### config.mk
export PLATFORM = sky130hd
export DESIGN_NAME = alu_seq
export DESIGN_NICKNAME = d
export VERILOG_FILES = /design/src/rtl/alu_seq.sv
export SDC_FILE = /design/constraint.sdc
export NUM_CORES = 2
export LEC_CHECK = 0
export CAP_MARGIN = 20
export CELL_PAD_IN_SITES_DETAIL_PLACEMENT = 0
export CELL_PAD_IN_SITES_GLOBAL_PLACEMENT = 1
export CORE_MARGIN = 2
export CORE_UTILIZATION = 40
export CTS_BUF_LIST = sky130_fd_sc_hd__clkbuf_8 sky130_fd_sc_hd__clkbuf_16
export DETAILED_ROUTE_END_ITERATION = 12
export PLACE_DENSITY_LB_ADDON = 0.1
export SLEW_MARGIN = 40
export SYNTH_ARGS = -nofsm -noshare
export SYNTH_HDL_FRONTEND = slang
export SYNTH_SLANG_ARGS = --single-unit
### constraint.sdc
create_clock -name clk -period 6.95 [get_ports clk]
set_clock_uncertainty 0.15 [all_clocks]
set_input_delay 1.0425 -clock clk [delete_from_list [all_inputs] [get_ports clk]]
set_output_delay 1.0425 -clock clk [all_outputs]
set_load 0.05 [all_outputs]
### src/rtl/alu_seq.sv
// Multi-cycle ALU for the Mini-SRC datapath: single-cycle logic/shift ops, radix-2 Booth
// multiply and signed restoring divide behind a start/busy/done handshake.
module alu_seq #(
    parameter int unsigned WIDTH = 32
) (
    input  logic             clk,
    input  logic             reset,
    input  logic             start,
    input  logic [4:0]       op,
    input  logic [WIDTH-1:0] A,
    input  logic [WIDTH-1:0] B,
    output logic             busy,
    output logic             done,
    output logic [WIDTH-1:0] Zlow,
    output logic [WIDTH-1:0] Zhigh,
    output logic             div_zero
);

    localparam int unsigned SH = $clog2(WIDTH);
    localparam int unsigned CW = SH + 1;

    typedef enum logic [2:0] {S_IDLE, S_MUL, S_DIV, S_FIX, S_DONE} state_e;

    typedef enum logic [4:0] {
        OP_ADD  = 5'b00000, OP_SUB  = 5'b00001, OP_AND = 5'b00010, OP_OR  = 5'b00011,
        OP_SHR  = 5'b00100, OP_SHRA = 5'b00101, OP_SHL = 5'b00110, OP_ROR = 5'b00111,
        OP_ROL  = 5'b01000, OP_MUL  = 5'b01001, OP_DIV = 5'b01010, OP_NEG = 5'b01110,
        OP_NOT  = 5'b01111
    } op_e;

    state_e           state_q, state_d;
    logic [CW-1:0]    cnt_q, cnt_d;
    logic [WIDTH:0]   hi_q, hi_d;
    logic [WIDTH-1:0] lo_q, lo_d;
    logic [WIDTH-1:0] opb_q, opb_d;
    logic             bit_q, bit_d;
    logic             neg_q_q, neg_q_d;
    logic             neg_r_q, neg_r_d;
    logic [WIDTH-1:0] zlow_q, zlow_d;
    logic [WIDTH-1:0] zhigh_q, zhigh_d;
    logic             div_zero_q, div_zero_d;

    logic [SH-1:0]    sh_amt;
    logic [SH:0]      sh_inv;
    logic [WIDTH-1:0] quick_lo;
    logic [WIDTH-1:0] a_abs, b_abs;
    logic [WIDTH:0]   m_ext, booth_sum, booth_hi;
    logic [WIDTH-1:0] booth_lo;
    logic [WIDTH:0]   div_shift, div_trial, div_rem;
    logic [WIDTH-1:0] div_quo;

    always_comb begin
        sh_amt   = B[SH-1:0];
        sh_inv   = (SH+1)'(WIDTH) - {1'b0, sh_amt};
        quick_lo = '0;
        case (op)
            OP_ADD:  quick_lo = A + B;
            OP_SUB:  quick_lo = A - B;
            OP_AND:  quick_lo = A & B;
            OP_OR:   quick_lo = A | B;
            OP_SHR:  quick_lo = A >> sh_amt;
            OP_SHRA: quick_lo = $signed(A) >>> sh_amt;
            OP_SHL:  quick_lo = A << sh_amt;
            // a shift by sh_inv == WIDTH yields zero, so s=0 rotates to A itself
            OP_ROR:  quick_lo = (A >> sh_amt) | (A << sh_inv);
            OP_ROL:  quick_lo = (A << sh_amt) | (A >> sh_inv);
            OP_NEG:  quick_lo = -A;
            OP_NOT:  quick_lo = ~A;
            default: quick_lo = '0;
        endcase
        a_abs = A[WIDTH-1] ? -A : A;
        b_abs = B[WIDTH-1] ? -B : B;
    end

    // Booth step on {hi, lo, bit}; hi carries one guard bit so MIN*MIN cannot overflow
    always_comb begin
        m_ext = {opb_q[WIDTH-1], opb_q};
        case ({lo_q[0], bit_q})
            2'b01:   booth_sum = hi_q + m_ext;
            2'b10:   booth_sum = hi_q - m_ext;
            default: booth_sum = hi_q;
        endcase
        booth_hi = {booth_sum[WIDTH], booth_sum[WIDTH:1]};
        booth_lo = {booth_sum[0], lo_q[WIDTH-1:1]};
    end

    always_comb begin
        div_shift = {hi_q[WIDTH-1:0], lo_q[WIDTH-1]};
        div_trial = div_shift - {1'b0, opb_q};
        if (!div_trial[WIDTH]) begin
            div_rem = div_trial;
            div_quo = {lo_q[WIDTH-2:0], 1'b1};
        end else begin
            div_rem = div_shift;
            div_quo = {lo_q[WIDTH-2:0], 1'b0};
        end
    end

    always_comb begin
        state_d    = state_q;
        cnt_d      = cnt_q;
        hi_d       = hi_q;
        lo_d       = lo_q;
        opb_d      = opb_q;
        bit_d      = bit_q;
        neg_q_d    = neg_q_q;
        neg_r_d    = neg_r_q;
        zlow_d     = zlow_q;
        zhigh_d    = zhigh_q;
        div_zero_d = div_zero_q;
        case (state_q)
            S_IDLE, S_DONE: begin
                if (state_q == S_DONE) state_d = S_IDLE;
                if (start) begin
                    div_zero_d = 1'b0;
                    case (op)
                        OP_MUL: begin
                            state_d = S_MUL;
                            cnt_d   = CW'(WIDTH);
                            hi_d    = '0;
                            lo_d    = A;
                            opb_d   = B;
                            bit_d   = 1'b0;
                        end
                        OP_DIV: begin
                            if (B == '0) begin
                                state_d    = S_DONE;
                                zlow_d     = '1;
                                zhigh_d    = A;
                                div_zero_d = 1'b1;
                            end else begin
                                state_d = S_DIV;
                                cnt_d   = CW'(WIDTH);
                                hi_d    = '0;
                                lo_d    = a_abs;
                                opb_d   = b_abs;
                                neg_q_d = A[WIDTH-1] ^ B[WIDTH-1];
                                neg_r_d = A[WIDTH-1];
                            end
                        end
                        default: begin
                            state_d = S_DONE;
                            zlow_d  = quick_lo;
                            zhigh_d = '0;
                        end
                    endcase
                end
            end
            S_MUL: begin
                hi_d  = booth_hi;
                lo_d  = booth_lo;
                bit_d = lo_q[0];
                cnt_d = cnt_q - CW'(1);
                if (cnt_q == CW'(1)) begin
                    state_d = S_DONE;
                    zhigh_d = booth_hi[WIDTH-1:0];
                    zlow_d  = booth_lo;
                end
            end
            S_DIV: begin
                hi_d  = div_rem;
                lo_d  = div_quo;
                cnt_d = cnt_q - CW'(1);
                if (cnt_q == CW'(1)) state_d = S_FIX;
            end
            S_FIX: begin
                state_d = S_DONE;
                zlow_d  = neg_q_q ? -lo_q : lo_q;
                zhigh_d = neg_r_q ? -hi_q[WIDTH-1:0] : hi_q[WIDTH-1:0];
            end
            default: state_d = S_IDLE;
        endcase
    end

    always_ff @(posedge clk) begin
        if (reset) begin
            state_q    <= S_IDLE;
            cnt_q      <= '0;
            hi_q       <= '0;
            lo_q       <= '0;
            opb_q      <= '0;
            bit_q      <= 1'b0;
            neg_q_q    <= 1'b0;
            neg_r_q    <= 1'b0;
            zlow_q     <= '0;
            zhigh_q    <= '0;
            div_zero_q <= 1'b0;
        end else begin
            state_q    <= state_d;
            cnt_q      <= cnt_d;
            hi_q       <= hi_d;
            lo_q       <= lo_d;
            opb_q      <= opb_d;
            bit_q      <= bit_d;
            neg_q_q    <= neg_q_d;
            neg_r_q    <= neg_r_d;
            zlow_q     <= zlow_d;
            zhigh_q    <= zhigh_d;
            div_zero_q <= div_zero_d;
        end
    end

    assign busy     = (state_q == S_MUL) || (state_q == S_DIV) || (state_q == S_FIX);
    assign done     = (state_q == S_DONE);
    assign Zlow     = zlow_q;
    assign Zhigh    = zhigh_q;
    assign div_zero = div_zero_q;

endmodule
Yosys cells after proc, flatten, opt, wreduce, memory -nomap -nowiden:

Cells that the tools add are included.

* register bits after elaboration: 174
* word-level logic and storage cells: 127

* multiplexer cells: 44
* bitwise logic cells: 7
* reduce and logical (&&, ||, !) cells: 20
* shift operators: 5
* add/subtract/negate cells: 11
* equal/unequal tests: 29

Operators with widths (count)
* $mux 32: 13
* $pmux 32 s11: 1
* $pmux 32 s3: 3
* $pmux 32 s2: 4
* $pmux 33 s2: 2
* $neg 32->32: 4
* $mux 33: 3
* $pmux 33 s3: 1
* $or 32x32->32: 3
* $add 33x33->33: 1
* $sub 33x32->33: 1
* $sub 33x33->33: 1
* $add 32x32->32: 1
* $and 32x32->32: 1
* $logic_not 32->1: 1
* $not 32->32: 1
* $shl 32x5->32: 1
* $shl 32x6->32: 1
* $shr 32x5->32: 1
* $shr 32x6->32: 1
* $sshr 32x5->32: 1
* $sub 32x32->32: 1
* $eq 5x4->1 const B: 5
* $pmux 6 s2: 2
* other kinds (33): 62

Logic depth before layout (Yosys ltp):

* word-level depth: 7
* depth in mapped cells: 23

Worst setup path before layout:

No wires, ideal clock.

* path type: input to register
* start: input port B[0]
* end: register zlow_q[22], in the netlist Zlow[22]
* data arrival time: 6.122 ns
* stages on the path: 22
* setup slack: 0.566 ns
* cells stage by stage: buf_4 > inv_1 > buf_2 > buf_1 > clkbuf_1 > ha_1 > buf_2 > buf_4 > buf_2 > buf_2 > buf_2 > a21o_1 > fa_1 > nor2b_1 > o31ai_1 > a21oi_1 > a31oi_1 > o31ai_1 > a31oi_1 > xor2_1 > o211a_1 > a2111oi_1

* longest elaborated chain between the ends: 7

Ends and longest elaborated chain
* start: declaration: line 11 `input logic [WIDTH-1:0] B,`
* $sub 6x5->6: line 54 `sh_inv = (SH+1)'(WIDTH) - {1'b0, sh_amt};`
* $shr 32x6->32 or $shl 32x6->32 (tied branches): line 66, 65
* $or 32x32->32, on equally long branches: line 66, 65
* $pmux 32 s11: line 56 `case (op)`
* $pmux 32 s2: line 116 `case (op)`
* $mux 32: line 114 `if (start) begin`
* $pmux 32 s3: line 111 `case (state_q)`
* end signal: assignment: line 197 `zlow_q <= zlow_d;`
* end: declaration: line 39 `logic [WIDTH-1:0] zlow_q, zlow_d;`

Several ways; a longest one is shown, not always the timed one. The select of a mux whose other input is x is not followed.
A chain may end at the register's enable or synchronous reset.

Worst setup path after layout:

* start: input port op[0]
* end: register zlow_q[27], in the netlist Zlow[27]

* longest elaborated chain between the ends: 5

Ends and longest elaborated chain
* start: declaration: line 9 `input logic [4:0] op,`
* $eq 5x4->1, or another cell as far along: line 56
* $pmux 32 s11: line 56
* $pmux 32 s2: line 116
* $mux 32: line 114
* $pmux 32 s3: line 111

Several ways; a longest one is shown, not always the timed one. The select of a mux whose other input is x is not followed.

==> summary.txt <==
Run status
  • Status: finished clean

Layout
  • Most common cell after layout, fill and taps aside: nor2_1
  • Fin cells: about 4600
  • Area delta synth->final: 11.5%
  • Core Util, Final: 45.2%
  • Nets: 3900
  • Highest-count cells in the layout ignoring fill and taps: nor2_1, nand2_1, a21oi_1
  • Fillers: between 6000 and 7000
  • Share of cells above drive strength 1: between 10% and 20%

Route
  • WL/cell: 36.5 um
  • Antenna-violating nets left: 0
  • Via count: between 30000 and 40000
  • WL final: ~170000 um
  • Starting DRT DRC Count: 4696
  • DR vias/cell: 7.17
  • Drt drc: 0
  • Pre-Repair DR Iteration Count: 6

Placed design
  • IO Port Bufs: 138
  • Pre-CTS setup slack: 0.762 ns
  • Routability-driven placement congestion ratio: 1.10
  • Cells after DPL: ~4600
  • HPWL Detailed: 126000 um

Synthesis
  • Async SR Flop Fraction: 0%
  • Synth area leader: dfxtp_1
  • Post-synthesis compound-gate area fraction: around 30%
  • Post-synth EDFFs: 0
  • Gate Count Post-Synth: roughly 3700
  • Library cells used by synthesis: 110
  • Post-Synth Simple-Gate Area: 21.9%
  • Synthesized net count: 3931
  • YS warnings: 0
  • Mapped Area: 27300 um2
  • Post-synthesis xor/xnor area fraction: 8.55%
  • Post-Synth Adder-Cell Area: 5.32%
  • Synth top area share: between 10% and 20%
  • Mux contribution to synthesized area: 14.0%
  • Synth top area cells: dfxtp_1, nor2_1, mux4_2
  • Seq cells post-synth: between 150 and 200
  • Main flop type after synthesis: dfxtp_1
  • Sequential area share after synthesis: 12.8%
  • Largest family of logic cells by synthesized area: compound AO/OA/AOI/OAI gates
  • Mean Syn Cell Area: between 7 and 8 um2

STA
  • RSZ-0062 raised after global routing: no
  • Setup TNS: 0 ns
  • Hold WS: 0.321 ns
  • Final setup violation count: 0
  • Final Hold Viols: 0
  • Minimum clock period: 5.98 ns
  • Max Slew Vio Count: 0
  • FMAX: between 150 and 200 MHz
  • Period utilisation layout: 86.0%
  • Max_slew headroom: 35.3%
  • Post-route setup slack: roughly 1 ns
  • Worst slew pin tran: 0.970 ns

Setup path
  • CP required: between 7 and 8 ns
  • Reg-to-reg critical path endpoint: hi_q[21]$_SDFFE_PP0P_
  • R2r worst-path depth: 19
  • Most common cell on crit path: o21ai_0
  • Critical path endpoint category: register
  • Critical R2R Launch: lo_q[31]$_SDFFE_PP0P_
  • Critical path's largest stage delay: 0.76 ns
  • Worst-path cell chain: clkdlybuf4s50_1 > nor2b_1 > nand2_1 > nand2_1 > xor2_1 > ha_1 > o21a_1 > o21ai_0 > a211oi_1 > o31ai_1 > o21ai_0 > or3_1 > a21oi_1 > o21ai_0 > a211oi_1
  • Critical Setup Path Class: in -> reg
  • CP max FO: 11
  • R2R Setup Slk: 1.18 ns
  • Worst Setup Start Kind: primary input
  • Slowest CP cell: o31ai_1
  • Signal arrival time at the worst endpoint: 6.22 ns

Clocking
  • Root buf cell: clkbuf_16
  • CTS tree: built
  • Clk sinks: 174
  • Post_cts resized: 0
  • Reg clk slew, reported paths: 0.08 ns
  • Clock Latency Late Sink: 0.49 ns
  • Cts bufs inserted: 17
  • Longest Clk Path Bufs: 2
  • Hold Buf Count CTS: 0
  • H-tree Lvls: 4
  • Post-CTS Setup Inserts: 0

Floorplanning
  • Core ar.: between 60000 and 70000 um2
  • Chip width: 265 um
  • Die span in y: approximately 270 um
  • Initial Util: roughly 40%
  • Die Area: 70300 um2
  • Rows: 95
  • Io pins: 139

Worst hold path
  • Worst min path class: reg -> reg
  • Hold depth: 2
  • Hold endpoint: div_zero$_SDFFE_PP0P_
  • Hold path startpoint: div_zero$_SDFFE_PP0P_

Global routing
  • Initial antenna violation count: 18
  • Grt total ovfl: 0
  • GRT Util Overall: 46.5%
  • First-pass GRT wire length: 235000 um
  • Vias in the first global route: 31100
  • Largest net degree at the start of global routing: 93

Job
  • Max cap viols: 0

Power
  • Leakage: 0.0112 uW
  • Power per Cell Area: 156 nW/um2
  • Max IR drop VDD: between 0.15 and 0.2 mV
-- area by class of cell --
cell class,count,area (um2),area share [%]
sequential,174,3480,11.5
clock inverter,15,150,0.494
tap,873,1090,3.60
antenna,9,22.5,0.0741
multi-input combinational,3112,22000,72.6
clock buffer,17,425,1.40
inverter,86,323,1.06
timing repair buffer,323,2840,9.34
-- cells by family after synthesis --
group	Yosys count
AND/OR/NAND/NOR	1278
AO/OA/AOI/OAI	1183
buffers and inverters	459
multiplexers	271
XOR/XNOR	266
flip-flops	174
adder cells (fa/ha/maj)	114
-- synthesized netlist by cell type, types with 12 or more instances --
| cell | n |
|---|---|
| nor4_1 | 25 |
| o21ai_0 | 207 |
| mux4_2 | 82 |
| a22oi_1 | 43 |
| and2_1 | 20 |
| nor2_1 | 527 |
| o31ai_1 | 35 |
| buf_2 | 51 |
| nand2_1 | 301 |
| nand4_1 | 23 |
| clkbuf_1 | 270 |
| inv_1 | 85 |
| buf_1 | 27 |
| a221oi_1 | 73 |
| o221ai_1 | 17 |
| a221o_1 | 12 |
| nand3_1 | 57 |
| o211ai_1 | 51 |
| xnor2_1 | 151 |
| dfxtp_1 | 174 |
| a31oi_1 | 45 |
| mux2i_1 | 133 |
| nor2b_1 | 19 |
| nor3_1 | 112 |
| a2111oi_0 | 16 |
| o21a_1 | 24 |
| xor2_1 | 115 |
| mux2_2 | 56 |
| a211oi_2 | 34 |
| ha_1 | 111 |
| or3_1 | 41 |
| o2111ai_1 | 27 |
| or4_1 | 15 |
| buf_4 | 14 |
| a21o_1 | 40 |
| o22ai_1 | 19 |
| a311oi_1 | 23 |
| a21oi_1 | 287 |
| nand2b_1 | 43 |
| and3_1 | 16 |
| o41ai_1 | 24 |
| a211oi_1 | 79 |
-- layer usage --
| metal | routed length [um] | track usage, % |
|---|---|---|
| met1 | 61900 | 56.7 |
| met2 | 70400 | 69.7 |
| met3 | 19200 | 11.4 |
| met4 | 16500 | 37.6 |
| met5 | 101 | 0 |
-- registers in the layout, indices dropped and copies added, names as in the netlist, 3 cells and up --
register  cells
Zlow         32
state_q       3
opb_q        32
cnt_q         6
lo_q         32
hi_q         33
Zhigh        32
-- metrics by stage --
step	area (um2)	power, uW
after global routing	30400	4890
final	30400	4750
after CTS	30300	4630
after detailed placement	29700	3620
after global placement	29600	3600
after floorplan	27300	2700
-- how the worst max path moves through the flow --
stage | startpoint | to
6_report | op[0] | Zlow[27]$_SDFFE_PP0P_
5_1_grt | B[5] | Zlow[27]$_SDFFE_PP0P_
4_1_cts | lo_q[31]$_SDFFE_PP0P_ | hi_q[21]$_SDFFE_PP0P_
3_5_place_dp | B[5] | Zlow[27]$_SDFFE_PP0P_
3_3_place_gp | B[5] | Zlow[27]$_SDFFE_PP0P_
2_1_floorplan | B[0] | Zlow[22]$_SDFFE_PP0P_
-- report_power, final --
group,switching (uW),total (uW),internal (uW)
Sequential,57.4,1100,1040
Combinational,1750,2650,899
Clock,534,1010,478
Total,2340,4750,2420
-- worst max-delay path: cells and delay by family --
family / cells / cell delay, ns
xor gates and xnor gates: 1 / 0.17
adders and majority gates: 1 / 0.29
buffers and inverters: 1 / 0.66
and+or+nand+nor: 4 / 1.56
AOI/OAI and AO/OA: 8 / 2.48
Note: power is estimated with default switching activity, not from simulation.
